$ cat src/rtl/reg_file_wb_ctrlr.sv
// reg_file_wb_ctrlr
// Pipelined register-file write-address controller. It decodes the write
// enable and destination register of the instruction at issue, then carries
// that write through DEPTH stages to the register file write port. Any
// instruction at issue that reads a register with a write still in flight is
// held with o_stall. i_flush kills every entry that has not yet reached the
// output stage.
//
// Ports:
//   clock        rising-edge system clock
//   reset        asynchronous, active-low reset
//   i_valid      instruction present at issue
//   i_alu_op     ALU-class instruction
//   i_imm_op     immediate form, destination is rt
//   i_mem_op     memory-class instruction
//   i_write_op   with i_mem_op: store, no register write
//   i_link_op    link write to LINK_REG
//   i_rs         source register 1
//   i_rt         source / destination register
//   i_rd         destination register for R-type
//   i_flush      kill all entries not yet at the output stage
//   o_stall      issue blocked by a read-after-write hazard
//   o_w_en       registered register file write enable
//   o_w_addr     registered register file write address (0 when idle)
//   o_busy       at least one stage holds a valid entry
module reg_file_wb_ctrlr #(
    parameter int ADDR_W   = 5,
    parameter int DEPTH    = 3,
    parameter int LINK_REG = 31
) (
    input  logic              clock,
    input  logic              reset,
    input  logic              i_valid,
    input  logic              i_alu_op,
    input  logic              i_imm_op,
    input  logic              i_mem_op,
    input  logic              i_write_op,
    input  logic              i_link_op,
    input  logic [ADDR_W-1:0] i_rs,
    input  logic [ADDR_W-1:0] i_rt,
    input  logic [ADDR_W-1:0] i_rd,
    input  logic              i_flush,
    output logic              o_stall,
    output logic              o_w_en,
    output logic [ADDR_W-1:0] o_w_addr,
    output logic              o_busy
);

    localparam logic [ADDR_W-1:0] LinkAddr = ADDR_W'(LINK_REG);

    logic [DEPTH-1:0]  stageValid_q, stageValid_d;
    logic [DEPTH-1:0]  stageWen_q, stageWen_d;
    logic [ADDR_W-1:0] stageAddr_q [DEPTH];
    logic [ADDR_W-1:0] stageAddr_d [DEPTH];

    logic              decWen;
    logic [ADDR_W-1:0] decAddr;
    logic              rsRead, rtRead;
    logic              pendingRs, pendingRt;
    logic              accept;

    // Destination decode at issue. Link wins over everything, then the
    // rt-destination forms (loads and immediates), then R-type rd. A
    // destination of register 0 is never written, so it also kills the
    // write enable and therefore never enters the scoreboard.
    always_comb begin
        decAddr = '0;
        if (i_link_op) begin
            decAddr = LinkAddr;
        end else if (i_mem_op || (i_alu_op && i_imm_op)) begin
            decAddr = i_rt;
        end else if (i_alu_op) begin
            decAddr = i_rd;
        end
        decWen = (i_alu_op | (i_mem_op & ~i_write_op) | i_link_op) & (decAddr != '0);
    end

    assign rsRead = i_alu_op | i_mem_op;
    assign rtRead = (i_alu_op & ~i_imm_op) | (i_mem_op & i_write_op);

    // Scoreboard lookup derived straight from the pipeline contents, output
    // stage included. Since nothing is counted, several in-flight writes to
    // the same register simply keep it pending until the last one leaves.
    always_comb begin
        pendingRs = 1'b0;
        pendingRt = 1'b0;
        for (int s = 0; s < DEPTH; s++) begin
            if (stageValid_q[s] && stageWen_q[s] && (stageAddr_q[s] == i_rs)) begin
                pendingRs = 1'b1;
            end
            if (stageValid_q[s] && stageWen_q[s] && (stageAddr_q[s] == i_rt)) begin
                pendingRt = 1'b1;
            end
        end
    end

    assign o_stall = i_valid & ~i_flush &
                     ((rsRead & (i_rs != '0) & pendingRs) |
                      (rtRead & (i_rt != '0) & pendingRt));

    assign accept = i_valid & ~o_stall & ~i_flush;

    // Next pipeline contents. Normally everything shifts one stage toward
    // writeback with the issue slot (entry or bubble) entering stage 0. A
    // flush turns every stage into a bubble; the entry currently on the
    // output is still sampled by the register file on this same edge.
    // Bubbles carry wen=0 and addr=0 so the output needs no extra gating.
    always_comb begin
        stageValid_d = '0;
        stageWen_d   = '0;
        for (int s = 0; s < DEPTH; s++) begin
            stageAddr_d[s] = '0;
        end
        if (!i_flush) begin
            stageValid_d[0] = accept;
            stageWen_d[0]   = accept & decWen;
            stageAddr_d[0]  = accept ? decAddr : '0;
            for (int s = 1; s < DEPTH; s++) begin
                stageValid_d[s] = stageValid_q[s-1];
                stageWen_d[s]   = stageWen_q[s-1];
                stageAddr_d[s]  = stageAddr_q[s-1];
            end
        end
    end

    // Pipeline registers. Reset empties every stage at once, discarding any
    // in-flight writes.
    always_ff @(posedge clock or negedge reset) begin
        if (!reset) begin
            stageValid_q <= '0;
            stageWen_q   <= '0;
            for (int s = 0; s < DEPTH; s++) begin
                stageAddr_q[s] <= '0;
            end
        end else begin
            stageValid_q <= stageValid_d;
            stageWen_q   <= stageWen_d;
            for (int s = 0; s < DEPTH; s++) begin
                stageAddr_q[s] <= stageAddr_d[s];
            end
        end
    end

    assign o_w_en   = stageWen_q[DEPTH-1];
    assign o_w_addr = stageAddr_q[DEPTH-1];
    assign o_busy   = |stageValid_q;

endmodule

$ cat config.mk
export PLATFORM = sky130hd
export DESIGN_NAME = reg_file_wb_ctrlr
export DESIGN_NICKNAME = d
export VERILOG_FILES = /design/src/rtl/reg_file_wb_ctrlr.sv
export SDC_FILE = /design/constraint.sdc
export NUM_CORES = 1
export LEC_CHECK = 0
export ABC_CLOCK_PERIOD_IN_PS = 6210
export CAP_MARGIN = 20
export CELL_PAD_IN_SITES_DETAIL_PLACEMENT = 0
export CELL_PAD_IN_SITES_GLOBAL_PLACEMENT = 2
export CORE_ASPECT_RATIO = 2
export CORE_UTILIZATION = 32
export DETAILED_ROUTE_END_ITERATION = 6
export HOLD_SLACK_MARGIN = 0.15
export PLACE_DENSITY = 0.94
export SLEW_MARGIN = 20
export SYNTH_ARGS = -nofsm -noshare
export SYNTH_HDL_FRONTEND = slang
export SYNTH_SLANG_ARGS = --single-unit
$ cat constraint.sdc
create_clock -name clock -period 6.21 [get_ports clock]
set_clock_uncertainty 0.05 [all_clocks]
set_input_delay 1.863 -clock clock [delete_from_list [all_inputs] [get_ports clock]]
set_output_delay 1.863 -clock clock [all_outputs]
set_load 0.01 [all_outputs]
# --- After elaboration in Yosys (flattened, before gate mapping) ---
# Index checks and enable logic that the tools add are counted.
classes:
  n_eq_ne: 6
  n_reduce_logical: 15
  n_bitwise: 22
  muxes: 13
op_table:
  columns: ["operator", "n"]
  rows:
  - ["== test 5 bit", 6]
  - ["2-to-1 mux 5 bit", 4]
  - ["2-to-1 mux 15 bit", 1]
  - ["nonzero test 5 bit", 3]
  - ["bitwise AND 1 bit", 13]
  - ["logical AND 1 bit", 10]
  - ["2-to-1 mux 1 bit", 6]
  - ["2-to-1 mux 3 bit", 2]
  - ["OR 1 bit", 5]
  - ["NOT 1 bit", 4]
  - ["OR reduction 3 bit", 1]
  - ["logical OR 1 bit", 1]
totals:
  inputBits: 24
  regBits: 21

# --- Depth between registers and ports, before layout ---
# Gate-level depths: netlist of the first run.
logic_depth:
  ltp_word: 13
  depth_mapped: 7
  mapped_depth_nobuf: 6

# --- Worst setup path before layout of the first run ---
# No wires, ideal clock.
synth_timing:
  kind: "input to output"
  start: "in i_rt[4]"
  end: "out o_stall"
  n_path_buf: 1
  path_stages: 7
  arrival_time_ns: 3.022
  required_time_ns: 4.297
  slack_ns: 1.275
  cell_sequence: "buf_2 > xor2_1 > nor4_1 > nand4_1 > nand3_1 > a22o_4 > nor2b_1"
synth_via:
  elab_chain_len: 8
  word_cells_on_any_way: 14
  classes_between: "3 x eq/ne; 3 x mux; 4 x bitwise; 4 x reduce/logical"
synth_rtl:
  columns: ["element", "line_no", "source"]
  rows:
  - ["start: declaration", "40", "input logic [ADDR_W-1:0] i_rt,"]
  - ["== test 5 bit", "91", "if (stageValid_q[s] && stageWen_q[s] && (stageAddr_q[s] == i_rt)) begin"]
  - ["logical AND 1 bit", "91", null]
  - ["2-to-1 mux 1 bit (3 in a row)", "91", null]
  - ["bitwise AND 1 bit (*)", "99", "(rtRead & (i_rt != '0) & pendingRt));"]
  - ["OR 1 bit (*)", "98", "((rsRead & (i_rs != '0) & pendingRs) |"]
  - ["bitwise AND 1 bit (*)", "97", "assign o_stall = i_valid & ~i_flush &"]
  - ["end: declaration", "43", "output logic o_stall,"]
# Every way passes the cells marked *; elsewhere a longest branch is shown, timed or not.

# --- Worst setup path after layout of the first run ---
layout_timing:
  start: "in i_rs[2]"
  end: "out o_stall"
layout_via:
  elab_chain_len: 8
  word_cells_on_any_way: 14
  classes_between: "3 x eq/ne; 3 x mux; 4 x bitwise; 4 x reduce/logical"
layout_rtl:
  columns: ["element", "line_no", "source"]
  rows:
  - ["start: declaration", "39", "input logic [ADDR_W-1:0] i_rs,"]
  - ["== test 5 bit", "88", "if (stageValid_q[s] && stageWen_q[s] && (stageAddr_q[s] == i_rs)) begin"]
  - ["logical AND 1 bit", "88", null]
  - ["2-to-1 mux 1 bit (3 in a row)", "88", null]
  - ["bitwise AND 1 bit (*)", "98", null]
  - ["OR 1 bit (*)", "98", null]
  - ["bitwise AND 1 bit (*)", "97", null]
# Marks and branches as above.

==> flow_summary.yaml, run 1 <==
pwr:
  leakagePower_nw: 0.721
  total_power_mw: 0.296
  vdd_ir_drop_max_uv: 103
  power_density_nw_per_um2: 179
run:
  drv_cap: 0
place:
  port_buffers: 31
  gp_congestion: 0.795
  dp_hpwl_um: 2540
  place_ws_ns: 0.190
worst_hold_path:
  hold_path_startpoint: "stageWen_q[0]"
  min_path_type: "register to register"
  holdPathEnd: "stageWen_q[1]"
  hold_path_depth: 1
synth:
  synth_nets: 149
  synth_edf_count: 0
  syn_inst: 125
  ys_async_sr_fraction_pct: 100
  yosysSeqAreaShare_pct: 40.5
  synth_seq_cells: 21
  synth_flop_cell: "dfrtp_1"
  yosysUniqueCellTypes: 27
  syn_area_um2: 1300
  syn_area_per_cell_um2: 10.4
  synth_warnings: 0
setup_path:
  ff2ff_path_depth: 6
  worstSetupPathType: "input pin to output pin"
  r2r_end: "stageValid_q[0]"
  cp_max_fo: 8
  worstReg2RegStart: "stageAddr_q[14]"
  reg2reg_slack_ns: 4.49
  endpoint_kind: "output pin"
  required_ns: 4.30
  critical_path.startpoint_type: "input pin"
  arrival_ns: 4.14
cts:
  cts_tree: "built"
  cts-buffers-inserted: 3
  htreeDepth: 1
  cts-root-buf: "clkbuf_8"
  clk_pin_slew_ns: 0.07
  clockBufferDepth: 2
  clock_sinks: 21
  clk_latency_ns: 0.26
global_route:
  antenna_found_initial: 0
  grt_max_degree: 22
  grt_pass1_vias: 1100
  grt_pass1_wl_um: 4940
  grtUsageTotal_pct: 16.3
  overflow: 0
die:
  core-area_um2: 3880
  initial_core_util_pct: 33.4
  chipHeight_um: 92.1
  dieArea_um2: 4330
  rows: 32
  die_w_um: 47.0
  ios: 32
layout:
  ff_latch_area_um2: 526
  nFillCells: 394
  diodes: 0
  drive_gt1_share_pct: 8.16
  final_nets: 172
  multiInputGateArea_um2: 689
  syn_to_final_growth_pct: 27.1
timing:
  final_hold_viol_count: 0
  period_needed_ns: 6.06
  tns_ns: 0
  fmax_ghz: 0.165
  fin_crit_sh_pct: 97.5
  drv_slew: 0
  tightest_slew_ns: 0.941
  setup_viol: 0
  fin_ws_ns: 0.154
  rsz0062_at_grt: "false"
  max_slew_margin_pct: 37.0
drt:
  wire_per_inst_um: 15.5
  dr.pass1.iters: 4
  vias_per_cell: 5.21
  vias: 1031
  wirelength_um: 3060
  ant_nets: 0
  first_iter_violations: 13
  drc_errors: 0
run_status:
  status: "finished, final reports clean"
report_power, final:
| group | internal, mW | total (mW) | switching [mW] |
|---|---|---|---|
| Clock | 0.0447 | 0.0882 | 0.0435 |
| Sequential | 0.142 | 0.148 | 0.00634 |
| Combinational | 0.0317 | 0.0593 | 0.0277 |
| Total | 0.218 | 0.296 | 0.0775 |
critical path, cell delays in order:
cell	delay, ns
clkdlybuf4s50_1	0.52
xor2_1	0.21
nor4_1	0.40
nand4_1	0.14
nand3_1	0.13
a22o_4	0.19
nor2b_1	0.14
clkdlybuf4s50_1	0.55
cell type report:
type	instances	area share, %
inverters	1	0.228
flip-flops and latches	21	31.9
well taps	51	3.87
repair buffers	32	19.4
multi-input cells	89	41.8
clock buffers	3	2.50
clock inverters	1	0.303
cells in the final DEF (no fill, tap or decap), drive strengths merged, types with 2 or more instances in the layout:
cell	count
a22o	6
a221oi	4
xnor2	6
nor3	6
nor4	6
nand4	7
nand3	2
nor2	3
xor2	24
clkbuf	3
nor2b	16
dfrtp	21
clkdlybuf4s50	30
layer usage:
layer  global-route usage, %  routed length [um]
met3                    2.17                  90
met4                    11.9                 158
met2                    28.1                1790
met1                    16.0                1020
met5                       0                   0
sequential cells by signal, summed over array words and instances, names as in the netlist:
| signal | count |
|---|---|
| o_w_addr | 5 |
| stageAddr_q | 10 |
| stageValid_q | 3 |
| stageWen_q | 3 |
synth_stat cells (all sizes together), types with 2 or more instances:
| master | number | area [um2] |
|---|---|---|
| nor4 | 6 | 37.5 |
| nand3 | 2 | 10.0 |
| dfrtp | 21 | 526 |
| a221oi | 4 | 35.0 |
| a22o | 6 | 61.3 |
| buf | 13 | 75.1 |
| nor3 | 6 | 55.1 |
| xor2 | 24 | 210 |
| nor2b | 16 | 100 |
| xnor2 | 6 | 52.6 |
| nor2 | 3 | 11.3 |
| nand4 | 7 | 43.8 |
cells by family (layout without fill, tap and decap cells):
kind of cell    count (synthesis)  count (layout)  share of synthesized area (%)
simple gates                   44              44                           22.4
xor+xnor                       30              30                           20.3
flops                          21              21                           40.5
buf+inv                        15              37                           6.36
compound gates                 15              15                           10.5
per-stage QoR:
stage	instances	hold slack, ns	instance area (um2)	util [%]
2_1_floorplan	125	0.435	1300	-
3_3_place_gp	194	0.470	1600	41.2
3_5_place_dp	194	0.478	1600	41.2
4_1_cts	198	0.495	1650	42.4
5_1_grt	198	0.528	1650	42.5
6_report	198	0.491	1650	42.5
worst max-delay path by stage:
stage | from | endpoint | depth (start not counted)
after floorplan | i_rt[4] | o_stall | 7
after global placement | i_rt[4] | o_stall | 8
after detailed placement | i_rt[2] | o_stall | 8
after CTS | i_rt[2] | o_stall | 8
after global routing | i_rt[1] | o_stall | 8
final | i_rs[2] | o_stall | 8
timing repair:
action                                  4_1_cts  5_1_grt
endpoints found under the setup margin        0        1
gates resized for setup                       0        1
buffers inserted                              0        0
hold endpoints to repair                      0        0
hold buffers                                  0        0
(Power assumes the default switching activity.)
==> run 2: changes to the inputs <==
--- a/config.mk
+++ b/config.mk
@@ -10,10 +10,10 @@
 export CELL_PAD_IN_SITES_DETAIL_PLACEMENT = 0
 export CELL_PAD_IN_SITES_GLOBAL_PLACEMENT = 2
 export CORE_ASPECT_RATIO = 2
-export CORE_UTILIZATION = 32
+export CORE_UTILIZATION = 25
 export DETAILED_ROUTE_END_ITERATION = 6
-export HOLD_SLACK_MARGIN = 0.15
-export PLACE_DENSITY = 0.94
+export HOLD_SLACK_MARGIN = 0.03
+export PLACE_DENSITY = 0.78
 export SLEW_MARGIN = 20
 export SYNTH_ARGS = -nofsm -noshare
 export SYNTH_HDL_FRONTEND = slang
==> run 2 against run 1 <==
Against the previous run:
- first-iteration DRC count increased by 7.7%
- clock power grew 4.1%
- cell count up 3.5%
- combinational power grew 5.1%
- critical endpoint unchanged
==> flow_summary.yaml, run 2 (synthesis gave the netlist of run 1 again) <==
pwr:
  power_density_nw_per_um2: 180
  vdd_ir_drop_max_uv: 105
  leakagePower_nw: 0.726
run_status:
  status: "finished, final reports clean"
cts:
  clockBufferDepth: 2
  cts-buffers-inserted: 3
  cts-root-buf: "clkbuf_8"
  cts.hold.buffers_added: 0
  cts_tree: "built"
  htreeDepth: 1
  clk_pin_slew_ns: 0.08
  clock_sinks: 21
  clk_latency_ns: 0.27
timing:
  period_needed_ns: 6.03
  tightest_slew_ns: 0.984
  max_slew_margin_pct: 34.2
  final_hold_viol_count: 0
  rsz0062_at_grt: "false"
  setup_viol: 0
  fmax_ghz: 0.166
  drv_slew: 0
  fin_crit_sh_pct: 97.1
  tns_ns: 0
setup_path:
  endpoint_kind: "output pin"
  worstSetupPathType: "input pin to output pin"
  critical_path.startpoint_type: "input pin"
  arrival_ns: 4.12
  required_ns: 4.30
  cp_max_fo: 8
global_route:
  grt_pass1_vias: 1077
  grtUsageTotal_pct: 13.1
  antenna_found_initial: 0
  grt_pass1_wl_um: 5160
  grt_max_degree: 22
  overflow: 0
layout:
  utilization_pct: 34.1
  diodes: 0
  top_register: "stageAddr_q"
  drive_gt1_share_pct: 10.1
  final_common_cell: "clkdlybuf4s50_1"
  largest_reg_flops: 10
  final_cell_mix: "30 x clkdlybuf4s50_1, 24 x xor2_1, 21 x dfrtp_1, 16 x nor2b_1, 7 x nand4_1"
  syn_to_final_growth_pct: 29.2
  final_nets: 173
drt:
  vias_per_cell: 4.96
  drc_errors: 0
  wirelength_um: 3290
  vias: 1017
  wire_per_inst_um: 16.0
  first_iter_violations: 14
  dr.pass1.iters: 4
  ant_nets: 0
place:
  gp_congestion: 0.841
  dp_hpwl_um: 2720
  port_buffers: 31
die:
  chipHeight_um: 104
  dieArea_um2: 5500
  initial_core_util_pct: 26.4
  ios: 32
  rows: 36
  die_w_um: 52.9
  core-area_um2: 4910
worst_hold_path:
  min_path_type: "register to register"
run:
  drv_cap: 0
[run 2: area by class of cell]
| class | instances | area [um2] |
|---|---|---|
| clock buffers | 3 | 41.3 |
| clock inverters | 1 | 5.00 |
| fillers | 503 | 3230 |
| inverters | 1 | 3.75 |
| multi-input cells | 89 | 702 |
| flip-flops and latches | 21 | 526 |
| well taps | 57 | 71.3 |
| repair buffers | 33 | 328 |
[run 2: path summary, 6_finish.rpt]
path                            slack [ns]               to  depth (start not counted)            start
min in group asynchronous             2.08   stageAddr_q[9]                          1            reset
worst min-delay path                  0.50    stageWen_q[1]                          1    stageWen_q[0]
worst max register to register        4.51  stageAddr_q[13]                          6  stageAddr_q[14]
worst min register to register        0.50    stageWen_q[1]                          1    stageWen_q[0]
max in group asynchronous             3.43  stageValid_q[1]                          1            reset
worst max-delay path                  0.18          o_stall                          8          i_rt[3]
[run 2: power by group]
| part | internal [mW] | leakage (nW) | switching (mW) | total [mW] |
|---|---|---|---|---|
| clock network | 0.0448 | 0.0255 | 0.0470 | 0.0918 |
| registers | 0.142 | 0.284 | 0.00583 | 0.148 |
| logic | 0.0324 | 0.417 | 0.0299 | 0.0623 |
| total | 0.219 | 0.726 | 0.0828 | 0.302 |
[run 2: through the flow]
stage / cells / setup slack (ns) / total power [mW] / cell area (um2) / hold slack, ns
6_report: 205 / 0.181 / 0.302 / 1680 / 0.501
5_1_grt: 205 / 0.0395 / 0.315 / 1680 / 0.528
4_1_cts: 205 / 0.0351 / 0.304 / 1670 / 0.513
3_5_place_dp: 201 / 0.0345 / 0.212 / 1620 / 0.493
3_3_place_gp: 201 / 0.0526 / 0.211 / 1620 / 0.470
2_1_floorplan: 125 / 1.27 / 0.182 / 1300 / 0.435
[run 2: worst max-delay path, cell delays in order]
cell and delay [ns]:
clkdlybuf4s50_1 0.56, xor2_1 0.22, nor4_2 0.32, nand4_1 0.13, nand3_1 0.12, a22o_4 0.21, nor2b_1 0.15, clkdlybuf4s50_1 0.54
[run 2: per-layer routing]
| layer | wire (um) | part of all wire, % | vias to the layer above | track usage, % |
|---|---|---|---|---|
| met5 | 0 | 0 | - | 0 |
| met4 | 131 | 4.0 | 0 | 7.33 |
| met3 | 101 | 3.1 | 10 | 1.32 |
| met2 | 1980 | 60 | 32 | 26.0 |
| met1 | 1080 | 33 | 495 | 11.4 |
| li1 | - | - | 480 | - |
[run 2: timing repair]
action                                  in CTS  in global routing
resized for setup                            1                  2
buffers inserted                             0                  0
cloned                                       0                  0
endpoints found under the setup margin       1                  1
